**config.mk**
```make
export PLATFORM = sky130hd
export DESIGN_NAME = fu_arbiter_flat
export DESIGN_NICKNAME = d
export VERILOG_FILES = /design/src/rtl/fu_arbiter_if.sv /design/src/rtl/fu_arbiter.sv /design/src/flat_wrapper.sv
export SDC_FILE = /design/constraint.sdc
export NUM_CORES = 1
export LEC_CHECK = 0
export ABC_AREA = 1
export ABC_CLOCK_PERIOD_IN_PS = 3550
export CAP_MARGIN = 10
export CORE_MARGIN = 8
export CORE_UTILIZATION = 45
export DETAILED_ROUTE_END_ITERATION = 10
export DONT_BUFFER_PORTS = 1
export SLEW_MARGIN = 20
export SYNTH_ARGS = -nofsm -noshare
export SYNTH_HDL_FRONTEND = slang
export SYNTH_SLANG_ARGS = --single-unit
```
**constraint.sdc**
```tcl
create_clock -name clk -period 3.55 [get_ports clk]
set_clock_uncertainty 0.15 [all_clocks]
set_input_delay 0.5325 -clock clk [delete_from_list [all_inputs] [get_ports clk]]
set_output_delay 0.5325 -clock clk [all_outputs]
set_load 0.02 [all_outputs]
```
**src/rtl/fu_arbiter_if.sv**
```systemverilog
// fu_arbiter_if: thread request/response and func_unit bundle.
// master = requester/FU side, slave = arbiter side.
interface fu_arbiter_if #(
   parameter int NUM_THREADS = 4
);
   logic                     launch;
   logic [NUM_THREADS-1:0]   req_valid;
   logic [3*NUM_THREADS-1:0] req_type;
   logic [5*NUM_THREADS-1:0] req_rs1;
   logic [5*NUM_THREADS-1:0] req_rs2;
   logic [5*NUM_THREADS-1:0] req_rd;
   logic [NUM_THREADS-1:0]   req_ready;
   logic [NUM_THREADS-1:0]   resp_valid;
   logic [31:0]              resp_data;
   logic                     resp_err;
   logic [NUM_THREADS-1:0]   thread_done;
   logic                     all_done;
   logic                     busy;
   logic                     fu_issue;
   logic [2:0]               fu_type;
   logic [4:0]               fu_rs1;
   logic [4:0]               fu_rs2;
   logic [4:0]               fu_rd;
   logic [31:0]              fu_result;
   logic                     fu_valid;

   modport master (
      output launch, req_valid, req_type,
      output req_rs1, req_rs2, req_rd,
      output fu_result, fu_valid,
      input  req_ready, resp_valid,
      input  resp_data, resp_err,
      input  thread_done, all_done, busy,
      input  fu_issue, fu_type,
      input  fu_rs1, fu_rs2, fu_rd
   );

   modport slave (
      input  launch, req_valid, req_type,
      input  req_rs1, req_rs2, req_rd,
      input  fu_result, fu_valid,
      output req_ready, resp_valid,
      output resp_data, resp_err,
      output thread_done, all_done, busy,
      output fu_issue, fu_type,
      output fu_rs1, fu_rs2, fu_rd
   );
endinterface

```
**src/rtl/fu_arbiter.sv**
```systemverilog
// fu_arbiter: round-robin share of one func_unit lane between threads.
// Ports: clk, rst (sync, active-low), bus (fu_arbiter_if.slave).
module fu_arbiter #(
   parameter int NUM_THREADS    = 4,
   parameter int TIMEOUT_CYCLES = 16
) (
   input  logic        clk,
   input  logic        rst,
   fu_arbiter_if.slave bus
);
   localparam int TW = $clog2(NUM_THREADS);
   localparam int CW = $clog2(TIMEOUT_CYCLES + 1);
   localparam logic [2:0] OP_HALT = 3'b111;
   localparam logic [2:0] OP_BAD  = 3'b110;

   typedef enum logic [1:0] {
      IDLE, ISSUE, WAIT, RESP
   } state_e;

   state_e state_q, state_d;
   logic [TW-1:0] rr_q, rr_d;
   logic [TW-1:0] g_q, g_d;
   logic [2:0] op_q, op_d;
   logic [4:0] rs1_q, rs1_d;
   logic [4:0] rs2_q, rs2_d;
   logic [4:0] rd_q, rd_d;
   logic [CW-1:0] cnt_q, cnt_d;
   logic [NUM_THREADS-1:0] done_q, done_d;
   logic [31:0] data_q, data_d;
   logic err_q, err_d;

   logic [NUM_THREADS-1:0] elig;
   logic [TW:0] idx;
   logic [TW-1:0] pick;
   logic found;
   logic fu_act;

   // Rotating scan starting at rr_q; idx is one bit wider
   // so rr_q+k can be folded back modulo NUM_THREADS.
   always_comb begin
      elig  = bus.req_valid & ~done_q;
      found = 1'b0;
      pick  = '0;
      idx   = '0;
      for (int k = 0; k < NUM_THREADS; k++) begin
         idx = {1'b0, rr_q} + (TW+1)'(k);
         if (idx >= (TW+1)'(NUM_THREADS))
            idx = idx - (TW+1)'(NUM_THREADS);
         if (!found && elig[idx[TW-1:0]]) begin
            found = 1'b1;
            pick  = idx[TW-1:0];
         end
      end
   end

   always_comb begin
      state_d = state_q;
      rr_d    = rr_q;
      g_d     = g_q;
      op_d    = op_q;
      rs1_d   = rs1_q;
      rs2_d   = rs2_q;
      rd_d    = rd_q;
      cnt_d   = cnt_q;
      done_d  = done_q;
      data_d  = data_q;
      err_d   = err_q;
      unique case (state_q)
         IDLE: begin
            if (found) begin
               g_d   = pick;
               op_d  = bus.req_type[3*pick +: 3];
               rs1_d = bus.req_rs1[5*pick +: 5];
               rs2_d = bus.req_rs2[5*pick +: 5];
               rd_d  = bus.req_rd[5*pick +: 5];
               if (op_d == OP_HALT) begin
                  data_d  = '0;
                  err_d   = 1'b0;
                  state_d = RESP;
               end else if (op_d == OP_BAD) begin
                  data_d  = 32'hFFFF_FFFF;
                  err_d   = 1'b1;
                  state_d = RESP;
               end else begin
                  state_d = ISSUE;
               end
            end
         end
         ISSUE: begin
            cnt_d   = '0;
            state_d = WAIT;
         end
         WAIT: begin
            if (bus.fu_valid) begin
               data_d  = bus.fu_result;
               err_d   = 1'b0;
               state_d = RESP;
            end else if (cnt_q == CW'(TIMEOUT_CYCLES-1)) begin
               data_d  = 32'hFFFF_FFFF;
               err_d   = 1'b1;
               state_d = RESP;
            end else begin
               cnt_d = cnt_q + 1'b1;
            end
         end
         RESP: begin
            if (op_q == OP_HALT)
               done_d[g_q] = 1'b1;
            rr_d = (g_q == TW'(NUM_THREADS-1))
                 ? '0 : g_q + 1'b1;
            state_d = IDLE;
         end
         default: state_d = IDLE;
      endcase
      // launch wins over a halt completing this cycle
      if (bus.launch)
         done_d = '0;
   end

   always_ff @(posedge clk) begin
      if (!rst) begin
         state_q <= IDLE;
         rr_q    <= '0;
         g_q     <= '0;
         op_q    <= '0;
         rs1_q   <= '0;
         rs2_q   <= '0;
         rd_q    <= '0;
         cnt_q   <= '0;
         done_q  <= '0;
         data_q  <= '0;
         err_q   <= 1'b0;
      end else begin
         state_q <= state_d;
         rr_q    <= rr_d;
         g_q     <= g_d;
         op_q    <= op_d;
         rs1_q   <= rs1_d;
         rs2_q   <= rs2_d;
         rd_q    <= rd_d;
         cnt_q   <= cnt_d;
         done_q  <= done_d;
         data_q  <= data_d;
         err_q   <= err_d;
      end
   end

   // Grant is masked while reset is held so no accept is
   // advertised in a cycle that cannot latch it.
   assign bus.req_ready = (rst && state_q == IDLE && found)
                        ? (NUM_THREADS'(1) << pick) : '0;
   assign bus.resp_valid = (state_q == RESP)
                         ? (NUM_THREADS'(1) << g_q) : '0;
   assign bus.resp_data = (state_q == RESP) ? data_q : '0;
   assign bus.resp_err  = (state_q == RESP) & err_q;

   assign fu_act       = (state_q == ISSUE) || (state_q == WAIT);
   assign bus.fu_issue = (state_q == ISSUE);
   assign bus.fu_type  = fu_act ? op_q : '0;
   assign bus.fu_rs1   = fu_act ? rs1_q : '0;
   assign bus.fu_rs2   = fu_act ? rs2_q : '0;
   assign bus.fu_rd    = fu_act ? rd_q : '0;

   assign bus.busy        = (state_q != IDLE);
   assign bus.thread_done = done_q;
   assign bus.all_done    = &done_q;
endmodule

```
**src/flat_wrapper.sv**
```systemverilog
// flat-port wrapper written by rule: the top's interface ports become plain ports
module fu_arbiter_flat 
#(
   parameter int NUM_THREADS    = 4,
   parameter int TIMEOUT_CYCLES = 16
)
  (clk, rst, bus_launch, bus_req_valid, bus_req_type, bus_req_rs1, bus_req_rs2, bus_req_rd, bus_fu_result, bus_fu_valid, bus_req_ready, bus_resp_valid, bus_resp_data, bus_resp_err, bus_thread_done, bus_all_done, bus_busy, bus_fu_issue, bus_fu_type, bus_fu_rs1, bus_fu_rs2, bus_fu_rd);
  fu_arbiter_if #(.NUM_THREADS(NUM_THREADS)) bus_i ();
  input  logic clk;
  input  logic rst;
  input wire logic [$bits(bus_i.launch)-1:0] bus_launch;
  input wire logic [$bits(bus_i.req_valid)-1:0] bus_req_valid;
  input wire logic [$bits(bus_i.req_type)-1:0] bus_req_type;
  input wire logic [$bits(bus_i.req_rs1)-1:0] bus_req_rs1;
  input wire logic [$bits(bus_i.req_rs2)-1:0] bus_req_rs2;
  input wire logic [$bits(bus_i.req_rd)-1:0] bus_req_rd;
  input wire logic [$bits(bus_i.fu_result)-1:0] bus_fu_result;
  input wire logic [$bits(bus_i.fu_valid)-1:0] bus_fu_valid;
  output wire logic [$bits(bus_i.req_ready)-1:0] bus_req_ready;
  output wire logic [$bits(bus_i.resp_valid)-1:0] bus_resp_valid;
  output wire logic [$bits(bus_i.resp_data)-1:0] bus_resp_data;
  output wire logic [$bits(bus_i.resp_err)-1:0] bus_resp_err;
  output wire logic [$bits(bus_i.thread_done)-1:0] bus_thread_done;
  output wire logic [$bits(bus_i.all_done)-1:0] bus_all_done;
  output wire logic [$bits(bus_i.busy)-1:0] bus_busy;
  output wire logic [$bits(bus_i.fu_issue)-1:0] bus_fu_issue;
  output wire logic [$bits(bus_i.fu_type)-1:0] bus_fu_type;
  output wire logic [$bits(bus_i.fu_rs1)-1:0] bus_fu_rs1;
  output wire logic [$bits(bus_i.fu_rs2)-1:0] bus_fu_rs2;
  output wire logic [$bits(bus_i.fu_rd)-1:0] bus_fu_rd;
  assign bus_i.launch = bus_launch;
  assign bus_i.req_valid = bus_req_valid;
  assign bus_i.req_type = bus_req_type;
  assign bus_i.req_rs1 = bus_req_rs1;
  assign bus_i.req_rs2 = bus_req_rs2;
  assign bus_i.req_rd = bus_req_rd;
  assign bus_i.fu_result = bus_fu_result;
  assign bus_i.fu_valid = bus_fu_valid;
  assign bus_req_ready = bus_i.req_ready;
  assign bus_resp_valid = bus_i.resp_valid;
  assign bus_resp_data = bus_i.resp_data;
  assign bus_resp_err = bus_i.resp_err;
  assign bus_thread_done = bus_i.thread_done;
  assign bus_all_done = bus_i.all_done;
  assign bus_busy = bus_i.busy;
  assign bus_fu_issue = bus_i.fu_issue;
  assign bus_fu_type = bus_i.fu_type;
  assign bus_fu_rs1 = bus_i.fu_rs1;
  assign bus_fu_rs2 = bus_i.fu_rs2;
  assign bus_fu_rd = bus_i.fu_rd;
  fu_arbiter #(.NUM_THREADS(NUM_THREADS), .TIMEOUT_CYCLES(TIMEOUT_CYCLES)) u_core (.clk(clk), .rst(rst), .bus(bus_i));
endmodule
```
==> run summary <==
Slew Viols, Final - 0
GRT Total Usage - 18.3%
CP peak stage delay - 470 ps
Initial antenna violation count - 0
Chip Width - 116 µm
Multi-input gate area - 2470 µm²
Max-slew headroom - 37.9%
Clk_lat worst skew - 340 ps
Clock sinks - 66
Post-synthesis async set-or-reset flop share - 0%
Postcts setup bufs - 0
FF+latch count, synth - 66
Pwr Total - 4.40 mW
Pre-CTS setup slack - 255 ps
Final worst slack - 389 ps
Core Box Area - 9730 µm²
DIE AREA - 13400 µm²
Top_reg_cell synth - dfxtp_1
WS Path Type - flip-flop to output pin
Final wirelength - 12500 µm
Final cell count without fillers - 885
Grt ovf - 0
Critical path's top delay family - simple AND/OR/NAND/NOR gates
Power Density - 931 nW/µm²
Share of cells above drive strength 1 - 6.78%
Remaining DRCs - 0
Syn_area_per_cell - 5.81 µm²
Hold WC Path Type - primary input to flip-flop
Vias - 4515
Nature of the critical path startpoint - flip-flop
Die Height - 116 µm
# port buffers - 0
Number of global-route vias before repair - 4213
Buffer and inverter count on the worst path - 4
Pleak - 2.50 nW
Worst-path cell chain - inv_1, nand3_1, nand2_1, nand2_1, nand2_1, nand4_1, nand2_4, nand2_2, buf_4, inv_1, nor3_1, buf_4
Post-Syn Nets - 893
Dpl hpwl - 9120 µm
Total CTS buffers - 9
Initial Utilization - 45.9%
Diodes inserted - 0
Max IR drop VDD - 410 µV
Row Count - 36
Final hold slack - 155 ps
First-pass GRT wire length - 19900 µm
WP data required - 2870 ps
Reg2Reg Launch Point - u_core.bus.thread_done[3]$_SDFFE_PP0P_
RSZ-0062 raised after global routing - no
Worst Setup End Kind - output pin
CTS tree - yes
Sequential cell area - 1320 µm²
Placer Congestion - 0.822
Tmin final - 3160 ps
Worst hold start - rst
Post-CTS Hold Buffers - 0
CTS H-Tree Depth - 3
CP Max Fanout - 36
Bufs on Longest Clock Path - 2
Least-Margin Pin Slew - 922 ps
Final worst path period share - 89.1%
Max Cap Violations - 0
Post-synth EDFFs - 0
Vias per inst - 5.10
Drt wl/cell - 14.2 µm
Ports - 178
Hold Vio Cnt, Final - 0
Final nets - 871
Synth Cell Area - 4470 µm²
Fmax - 316 MHz
Crit path from - u_core.bus.thread_done[2]$_SDFFE_PP0P_
Antenna Nets Post-Route - 0
Setup TNS - 0 ps
Post-synthesis sequential area ratio - 29.6%
Initial DRC count - 348
Post-synth cell types - 28
R2R Setup Slk - 560 ps
Pin count of the biggest net entering global routing - 42
Most used cell, CP - nand2_1
Filler cells - 1089
Layout Area Growth over Synthesis - 5.57%
Reg clk slew, reported paths - 70 ps
WP data arrival - 2480 ps
Status - finished, final reports clean
Synth warn - 0
Dpl cells - 870
Post-Synthesis Cells - 770
TritonRoute pass-1 iters - 5
Final setup vio count - 0
Clock Tree Root - clkbuf_8
Slowest CP cell - dfxtp_1
registers in the layout (all words and copies together) (netlist names):
register	count
u_core.cnt_q	5
u_core.rs2_q	5
u_core.rr_q	2
u_core.state_q	2
u_core.err_q	1
u_core.g_q	2
u_core.rd_q	5
u_core.bus.thread_done	4
u_core.op_q	3
u_core.rs1_q	5
u_core.data_q	32
power breakdown:
part           total, mW  internal, mW  switching (mW)  leakage (nW)
registers           1.18          1.02           0.158         0.545
logic               2.60         0.785            1.81          1.85
clock network      0.622         0.338           0.284        0.0962
final cells by class:
type | count | area share [%]
Tap cell | 133 | 3.53
Multi-Input combinational cell | 535 | 52.3
Sequential cell | 66 | 28.0
Inverter | 122 | 9.76
Timing Repair Buffer | 14 | 2.49
Clock buffer | 12 | 3.08
Clock inverter | 3 | 0.848
kinds of logic (layout without fill, tap and decap cells):
kind of cell / after synthesis / after routing / synth area share (%)
buffers and inverters: 169 / 151 / 15.4
adders and majority gates: 11 / 11 / 3.08
AOI/OAI and AO/OA: 75 / 75 / 8.62
DFF: 66 / 66 / 29.6
and+or+nand+nor: 449 / 449 / 43.4
Yosys cell counts (2+ instances only):
cell,instances,share of area (%)
dfxtp_1,66,30
inv_2,2,0.17
ha_1,11,3.1
a21oi_1,32,3.6
nor2_2,4,0.56
buf_1,3,0.25
nand4_1,19,2.7
buf_6,3,0.76
clkbuf_1,27,2.3
nor2_1,85,7.1
nand2_2,6,0.84
buf_2,10,1.1
nand2_1,231,19
nand3_2,6,1.3
nand3_1,83,9.3
inv_1,118,9.9
buf_4,4,0.67
nor3_1,10,1.1
o21ai_0,40,4.5
nand2_4,2,0.50
final timing paths:
| check | endpoint | cells past startpoint |
|---|---|---|
| hold reg to reg | u_core.rs2_q[0]$_SDFFE_PN0P_ | 2 |
| setup reg to reg | u_core.data_q[19]$_SDFFE_PN0P_ | 17 |
| setup / recovery | bus_req_ready[0] | 12 |
| hold / removal | u_core.data_q[1]$_SDFFE_PN0P_ | 2 |
placed cells by master, fill, tap and decap left out, types with 6 or more instances in the layout:
cell / synthesis / layout
a21oi_1: 32 / 32
buf_4: 4 / 13
clkbuf_8: 0 / 10
dfxtp_1: 66 / 65
ha_1: 11 / 11
inv_1: 118 / 118
nand2_1: 231 / 231
nand3_1: 83 / 83
nand3_2: 6 / 6
nand4_1: 19 / 19
nor2_1: 85 / 85
nor3_1: 10 / 10
o21ai_0: 40 / 40
metrics by stage:
stage / utilization [%] / cell area (µm²)
after global placement: 46.5 / 4530
after floorplan: - / 4470
after CTS: 48.4 / 4710
after detailed placement: 46.5 / 4530
final: 48.5 / 4720
after global routing: 48.5 / 4720
metal layers:
layer	vias up	share of wire (%)	track usage, %	routed length [µm]
li1	2331	-	-	-
met5	-	0	0	0
met3	17	8.2	7.14	1030
met1	2016	42	20.9	5320
met4	0	1.4	4.58	175
met2	151	48	31.3	6010
what timing repair did:
item / 4_1_cts / 5_1_grt
endpoints found under the setup margin: 0 / 33
gates resized for setup: 0 / 2
endpoints found under the hold margin: 0 / 0
Note: power is estimated with default switching activity, not from simulation.
